File: src/rtl/ospfb_capture_ctrl.sv
// ---------------------------------------------------------------------------
// ospfb_capture_ctrl : skips warm-up frames, then forwards N OSPFB frames to AXIS
// Rev 1.0
// ---------------------------------------------------------------------------
`default_nettype none

module ospfb_capture_ctrl #(
  parameter int WIDTH   = 16,
  parameter int FFT_LEN = 64,
  parameter int FRAME_W = 16
) (
  input  logic                 clk,
  input  logic                 rst,
  input  logic                 start,
  input  logic                 abort,
  input  logic [FRAME_W-1:0]   num_frames,
  input  logic [FRAME_W-1:0]   skip_frames,
  output logic                 en_out,
  input  logic [2*WIDTH-1:0]   s_axis_tdata,
  input  logic                 s_axis_tvalid,
  output logic                 s_axis_tready,
  output logic [2*WIDTH-1:0]   m_axis_tdata,
  output logic                 m_axis_tvalid,
  input  logic                 m_axis_tready,
  output logic                 m_axis_tlast,
  output logic                 busy,
  output logic                 done,
  output logic [FRAME_W-1:0]   frame_cnt,
  output logic                 overflow
);

  localparam int              CNT_W       = $clog2(FFT_LEN);
  localparam logic [CNT_W-1:0] LAST_SAMPLE = CNT_W'(FFT_LEN - 1);

  localparam logic [2:0] S_IDLE    = 3'd0;
  localparam logic [2:0] S_SKIP    = 3'd1;
  localparam logic [2:0] S_CAPTURE = 3'd2;
  localparam logic [2:0] S_DRAIN   = 3'd3;
  localparam logic [2:0] S_DONE    = 3'd4;

  logic [2:0]         state_q, state_d;
  logic [CNT_W-1:0]   sample_q, sample_d;
  logic [FRAME_W-1:0] skip_cnt_q, skip_cnt_d;
  logic [FRAME_W-1:0] frame_cnt_q, frame_cnt_d;
  logic [FRAME_W-1:0] num_q, num_d;
  logic [FRAME_W-1:0] skip_num_q, skip_num_d;
  logic               overflow_q, overflow_d;

  logic pass_through;
  logic last_beat;
  logic handshake;

  assign pass_through = (state_q == S_CAPTURE) || (state_q == S_DRAIN);
  assign last_beat    = (sample_q == LAST_SAMPLE);
  assign handshake    = s_axis_tvalid && m_axis_tready;

  always_ff @(posedge clk) begin
    if (!rst) begin
      state_q     <= S_IDLE;
      sample_q    <= '0;
      skip_cnt_q  <= '0;
      frame_cnt_q <= '0;
      num_q       <= '0;
      skip_num_q  <= '0;
      overflow_q  <= 1'b0;
    end else begin
      state_q     <= state_d;
      sample_q    <= sample_d;
      skip_cnt_q  <= skip_cnt_d;
      frame_cnt_q <= frame_cnt_d;
      num_q       <= num_d;
      skip_num_q  <= skip_num_d;
      overflow_q  <= overflow_d;
    end
  end

  always_comb begin
    state_d     = state_q;
    sample_d    = sample_q;
    skip_cnt_d  = skip_cnt_q;
    frame_cnt_d = frame_cnt_q;
    num_d       = num_q;
    skip_num_d  = skip_num_q;
    overflow_d  = overflow_q;
    case (state_q)
      S_IDLE: begin
        if (start) begin
          num_d       = num_frames;
          skip_num_d  = skip_frames;
          frame_cnt_d = '0;
          overflow_d  = 1'b0;
          sample_d    = '0;
          skip_cnt_d  = '0;
          state_d     = (skip_frames != '0) ? S_SKIP : S_CAPTURE;
        end
      end
      S_SKIP: begin
        if (abort) begin
          state_d = S_IDLE;
        end else if (s_axis_tvalid) begin
          // sample counter wraps naturally because FFT_LEN is a power of two
          sample_d = sample_q + 1'b1;
          if (last_beat) begin
            skip_cnt_d = skip_cnt_q + 1'b1;
            if (skip_cnt_q + 1'b1 == skip_num_q) state_d = S_CAPTURE;
          end
        end
      end
      S_CAPTURE, S_DRAIN: begin
        if (s_axis_tvalid && !m_axis_tready) overflow_d = 1'b1;
        if (handshake) begin
          sample_d = sample_q + 1'b1;
          if (last_beat && frame_cnt_q != '1) frame_cnt_d = frame_cnt_q + 1'b1;
        end
        // an abort landing on a frame boundary needs no drain: the frame is already whole
        if (handshake && last_beat &&
            ((state_q == S_DRAIN) || abort || (num_q != '0 && frame_cnt_d == num_q))) begin
          state_d = S_DONE;
        end else if (state_q == S_CAPTURE && abort) begin
          state_d = S_DRAIN;
        end
      end
      S_DONE:  state_d = S_IDLE;
      default: state_d = S_IDLE;
    endcase
  end

  always_comb begin
    en_out        = (state_q == S_SKIP) || pass_through;
    busy          = (state_q != S_IDLE);
    done          = (state_q == S_DONE);
    s_axis_tready = (state_q == S_SKIP) || (pass_through && m_axis_tready);
    m_axis_tvalid = pass_through && s_axis_tvalid;
    m_axis_tdata  = pass_through ? s_axis_tdata : '0;
    m_axis_tlast  = pass_through && last_beat;
    frame_cnt     = frame_cnt_q;
    overflow      = overflow_q;
  end

endmodule

`default_nettype wire

File: config.mk
export PLATFORM = sky130hd
export DESIGN_NAME = ospfb_capture_ctrl
export DESIGN_NICKNAME = d
export VERILOG_FILES = /design/src/rtl/ospfb_capture_ctrl.sv
export SDC_FILE = /design/constraint.sdc
export NUM_CORES = 1
export LEC_CHECK = 0
export ABC_AREA = 1
export ABC_CLOCK_PERIOD_IN_PS = 2500
export CORE_UTILIZATION = 49
export DETAILED_ROUTE_END_ITERATION = 10
export PLACE_DENSITY_LB_ADDON = 0.2
export SYNTH_ARGS = -nofsm -noshare
export SYNTH_HDL_FRONTEND = slang
export SYNTH_SLANG_ARGS = --single-unit
export TNS_END_PERCENT = 20
File: constraint.sdc
create_clock -name clk -period 2.5 [get_ports clk]
set_input_delay 0.5 -clock clk [delete_from_list [all_inputs] [get_ports clk]]
set_output_delay 0.5 -clock clk [all_outputs]
set_load 0.02 [all_outputs]
Yosys cells after proc, flatten, opt, wreduce, memory -nomap -nowiden. Index checks and enable logic that the tools add are counted.

Logic and storage cells: 85. Input bits: 70. Output and inout bits: 55. Bits in registers: 74.

Add/subtract/negate cells: 3. Equality and inequality tests: 18. Reduce and logical (&&, ||, !) cells: 30. Muxes and demuxes: 27.

Operators by type and width (count): $mux 16 (7); $pmux 16 s2 (2); $add 16x1->16 const B (2); $eq 16x16->1 (2); $mux 32 (1); $reduce_bool 16->1 (2); $mux 6 (4); $mux 3 (7); $pmux 6 s3 (1); $ne 16x16->1 const B (1); $reduce_and 5->1 (3); $ne 2x2->1 const B (6); $ne 3x3->1 const B (4); $logic_and 1x1->1 (10); $pmux 3 s3 (1); $add 6x1->6 const B (1); $eq 3x2->1 const B (2); $eq 6x6->1 const B (1); $reduce_bool 3->1 (2); $logic_or 1x1->1 (5); $reduce_and 2->1 (2); $reduce_bool 2->1 (2); $eq 3x1->1 const B (1); $eq 3x3->1 const B (1); 7 further kinds (8).

Logic depth before layout (Yosys ltp).
Depth after elaboration: 11. Depth in mapped cells: 21. Depth with buffers taken out: 21.

Worst setup path before layout. OpenSTA, ideal clock, no wires.

Kind: flip-flop to flip-flop. From: register frame_cnt_q[0], in the netlist frame_cnt[0]. To: register state_q[1]. Arrival: 2145 ps. Setup time: 110 ps. Buffers on the path: 1. Slack: 245 ps. Required time: 2390 ps. Stages on the path, launching flop included: 20. Cells stage by stage: dfxtp_1 > ha_1 > nand2_2 > nor2_4 > nand4_4 > buf_6 > nand3_1 > nand2_1 > nand3_1 > nand2_1 > nor2_1 > nand2_1 > nor2_1 > nand2_1 > nand2_1 > nand2_2 > nand2_2 > nand3b_1 > nand3_1 > inv_1.

Longest elaborated chain between the ends: 11.

Ends and longest elaborated chain: from (decl) (line 44) `logic [FRAME_W-1:0] frame_cnt_q, frame_cnt_d;`; from (signal assigned) (line 70) `frame_cnt_q <= frame_cnt_d;`; branches (longest 3 deep; another with $add 16x1->16); $mux 16 (*) (line 111) `if (handshake) begin`; $mux 16 (*) (line 85) `case (state_q)`; $eq 16x16->1 (*) (line 117) `((state_q == S_DRAIN) || abort || (num_q != '0 && frame_cnt_d == num_q))) begin`; $logic_and 1x1->1 (*) (line 117); $logic_or 1x1->1 (*) (line 117); $logic_and 1x1->1 (*) (line 116) `if (handshake && last_beat &&`; $ne 3x3->1 (no line) / $mux 3 (equally long branches); $reduce_and 5->1 (no line) / $pmux 3 s3 (equally long branches); to (signal assigned) (line 67) `state_q <= state_d;`; to (decl) (line 41) `logic [2:0] state_q, state_d;`.

Mark *: on every way between the ends. The select of a mux whose other input is x is not followed. A chain may end at the register's enable or synchronous reset.

Final worst setup path.
From: register skip_cnt_q[1]. To: register state_q[0].

Longest elaborated chain between the ends: 4.

Ends and longest elaborated chain: from (decl) (line 43) `logic [FRAME_W-1:0] skip_cnt_q, skip_cnt_d;`; from (signal assigned) (line 69) `skip_cnt_q <= skip_cnt_d;`; $add 16x1->16 (line 105) `if (skip_cnt_q + 1'b1 == skip_num_q) state_d = S_CAPTURE;`; $eq 16x16->1 (line 105); $ne 3x3->1 (no line); $reduce_and 5->1 (no line).

Every way passes these cells.

==> flow_summary.yaml <==
status:
  outcome: "complete, no violations"
drt:
  vias_per_cell: 5.19
  antenna_left: 0
  drt_iter0_markers: 277
  wl_met3_um: 837
  dr_total_vias: 5427
  firstDrtPassIters: 5
  dr_wl_met2_um: 7150
  wl_met1_um: 6040
  highest_layer: "met4"
  routed_wirelength_um: 14500
  drc_errors: 0
  routedWlPerCell_um: 13.9
power:
  power.share.sequential: 0.330
  power_frac_clock: 0.238
  p_per_area_nw_per_um2: 679
  max-vdd-ir-drop_mv: 0.390
  p_sw_frac: 0.409
  p_switching_mw: 1.82
  finalPower_mw: 4.45
  p_leak_nw: 3.15
  cell_internal_pwr_mw: 2.63
  p_comb_frac: 0.433
sta:
  slew_viol_final: 0
  slew_headroom: 0.618
  min_period_over_period: 0.954
  finalSetupTns_ns: 0
  min_period_ns: 2.38
  grt_setup_unrepaired: "true"
  hold_violations: 0
  setup_violations: 0
  fin_ws_ns: 0.115
  max_clock_freq_mhz: 419
  tightest_slew_ns: 0.572
  skew_ns: 0.0127
  holdWs_ns: 0.481
placement:
  gp_congestion: 0.959
  portBuffers: 124
  pre_cts_ws_ns: -0.239
  dpl.cell_count: 1030
  dp_hpwl_um: 11100
die:
  die_x_um: 99.7
  start_util: 0.506
  die_area_um2: 9930
  die_h_um: 99.7
  io_pins: 125
  row_count: 35
  core_area_um2: 9240
clocking:
  cts_sinks: 74
  worst_skew_pair.late_latency_ns: 0.36
  cts_buffers: 9
  postCtsSetupRepairBufs: 0
  cts.reportedPaths.clkPinSlew_ns: 0.08
  cts-root-buf: "clkbuf_8"
  cts.htree.levels: 3
  postCtsHoldBufs: 0
  cts_max_path_buffers: 2
  cts_tree: "built"
cells_and_area:
  antenna_cells: 0
  drive_gt1_frac: 0.105
  fillers: 821
  final_cells: 1046
  syn2layout_area_growth_pct: 40.0
  nNetsFinal: 985
grt:
  grt_pass1_vias: 5158
  grt_usage: 0.297
  grt_antenna_before_repair: 0
  grt.overflow.total: 0
  grt_max_degree: 41
  grt_pass1_wl_um: 23400
synthesis:
  syn_area_um2: 4670
  synth_cell_types: 35
  syn_nets: 831
  synth-seq-area-share: 0.317
  ys_warn_count: 0
  syn_inst: 758
  avgSynthCellArea_um2: 6.17
  synth_top_area_frac: 0.317
  yosys.area.top_type: "dfxtp_1"
  synthTopCellsByArea: "dfxtp_1, nand2_1, inv_1, a21oi_1, nand3_1"
  ys_seq_elements: 74
worst_setup_path:
  cp_data_required_time_ns: 2.75
  crit_path_max_fanout: 4
  endpoint_kind: "register"
  worst_ep_arrival_time_ns: 2.63
  ff2ff_setup_slack_ns: 0.12
  critPathKind: "reg2reg"
  start_kind: "register"
hold_path:
  hold_class: "reg2reg"
run:
  cap_violations: 0
## per-stage QoR
| step | cell area (um^2) | util |
|---|---|---|
| final | 6540 | 0.708 |
| after global routing | 6540 | 0.708 |
| after CTS | 6500 | 0.704 |
| after detailed placement | 6330 | 0.685 |
| after global placement | 6330 | 0.685 |
| after floorplan | 4670 | - |
## cells in the mapped netlist
cell type,n
nor2_1,75
nand4_1,15
nand2_1,206
or2_2,4
a21oi_1,78
nor2_4,2
o21ai_0,28
nand3_2,7
a31oi_1,1
xor2_1,15
and2_1,1
xor3_1,1
a211oi_1,3
nand3_1,62
buf_2,2
dfxtp_1,74
inv_2,5
nand2_2,3
clkbuf_1,16
nand3b_1,1
nor3_1,15
a2bb2oi_1,1
buf_1,3
buf_6,2
xnor2_1,1
ha_1,3
nor2_2,2
inv_1,114
nand4_2,7
nand4_4,1
o22ai_1,1
buf_4,2
o21bai_1,1
a22oi_1,1
nor4_1,5
## cell type report
| type | instances | area, um^2 | area share |
|---|---|---|---|
| flip-flops and latches | 74 | 1480 | 0.227 |
| clock buffers | 11 | 141 | 0.0216 |
| clock inverters | 5 | 77.6 | 0.0119 |
| inverters | 119 | 449 | 0.0687 |
| repair buffers | 168 | 1580 | 0.242 |
| well taps | 129 | 161 | 0.0247 |
| multi-input cells | 540 | 2650 | 0.405 |
## worst max-delay path, stage by stage, from the launching register on
cell and delay [ns]:
dfxtp_1 0.35, ha_1 0.21, nand2_1 0.10, nor2_2 0.07, buf_4 0.14, nand3_1 0.09
inv_1 0.06, or2_2 0.30, nand2_1 0.08, nand2_1 0.05, nand2_1 0.06, nand2_1 0.06
nor3_2 0.15, buf_4 0.14, nand4_1 0.13, nand2_2 0.12, nand3_1 0.08, nand2_1 0.06
nor2_1 0.04
## metal layers
| metal | track usage | vias up |
|---|---|---|
| li1 | - | 2725 |
| met1 | 0.336 | 2457 |
| met2 | 0.537 | 205 |
| met3 | 0.0443 | 40 |
| met4 | 0.157 | 0 |
| met5 | 0 | - |
## sequential cells by signal, indices dropped and copies added, names as in the netlist
signal	count
num_q	16
state_q	3
skip_num_q	16
frame_cnt	16
overflow	1
sample_q	6
skip_cnt_q	16
## timing repair
item,4_1_cts,5_1_grt
pin swaps,0,0
setup endpoints to repair,34,5
gates resized for setup,33,12
## power groups by stage
stage | clock network (mW) | registers [mW] | logic (mW)
CTS | 1.07 | 1.46 | 1.91
floorplan | 0 | 1.46 | 1.21
detailed placement | 0 | 1.48 | 1.98
global route | 1.12 | 1.49 | 2.12
global placement | 0 | 1.48 | 1.92
finish | 1.06 | 1.47 | 1.92
## placed cells by master (no fill, tap or decap), drive strengths merged
cell and n:
o21bai 1, o22ai 1, nand3b 1, clkdlybuf4s50 89, nor2 79, ha 3, a22oi 1, a21oi 78
bufinv 2, xnor2 1, xor2 15, dlymetal6s2s 2, nand4 23, buf 44, clkinv 2, clkbuf 11
xor3 1, nand3 69, a31oi 1, nor4 5, nor3 15, o21ai 28, dfxtp 74, a211oi 3
inv 119, dlygate4sd2 33, a2bb2oi 1, clkinvlp 1, nand2 209, or2 4, and2 1
## logic make-up (layout without fill, tap and decap cells)
family	count (synthesis)	after routing	share of synthesized area
AO/OA/AOI/OAI	114	114	0.126
AND/OR/NAND/NOR	406	406	0.393
flip-flops	74	74	0.317
buffers and inverters	144	303	0.121
adder cells (fa/ha/maj)	3	3	0.00803
XOR/XNOR	17	17	0.0351
## worst paths after layout
| path | from | depth (start not counted) | end |
|---|---|---|---|
| worst max-delay path | skip_cnt_q[1]$_SDFFE_PN0P_ | 18 | state_q[0]$_SDFFE_PN0P_ |
| worst min register to register | skip_num_q[10]$_SDFFE_PN0P_ | 2 | skip_num_q[10]$_SDFFE_PN0P_ |
| worst max register to register | skip_cnt_q[1]$_SDFFE_PN0P_ | 18 | state_q[0]$_SDFFE_PN0P_ |
| worst min-delay path | skip_num_q[10]$_SDFFE_PN0P_ | 2 | skip_num_q[10]$_SDFFE_PN0P_ |
Note: power is estimated with default switching activity, not from simulation.
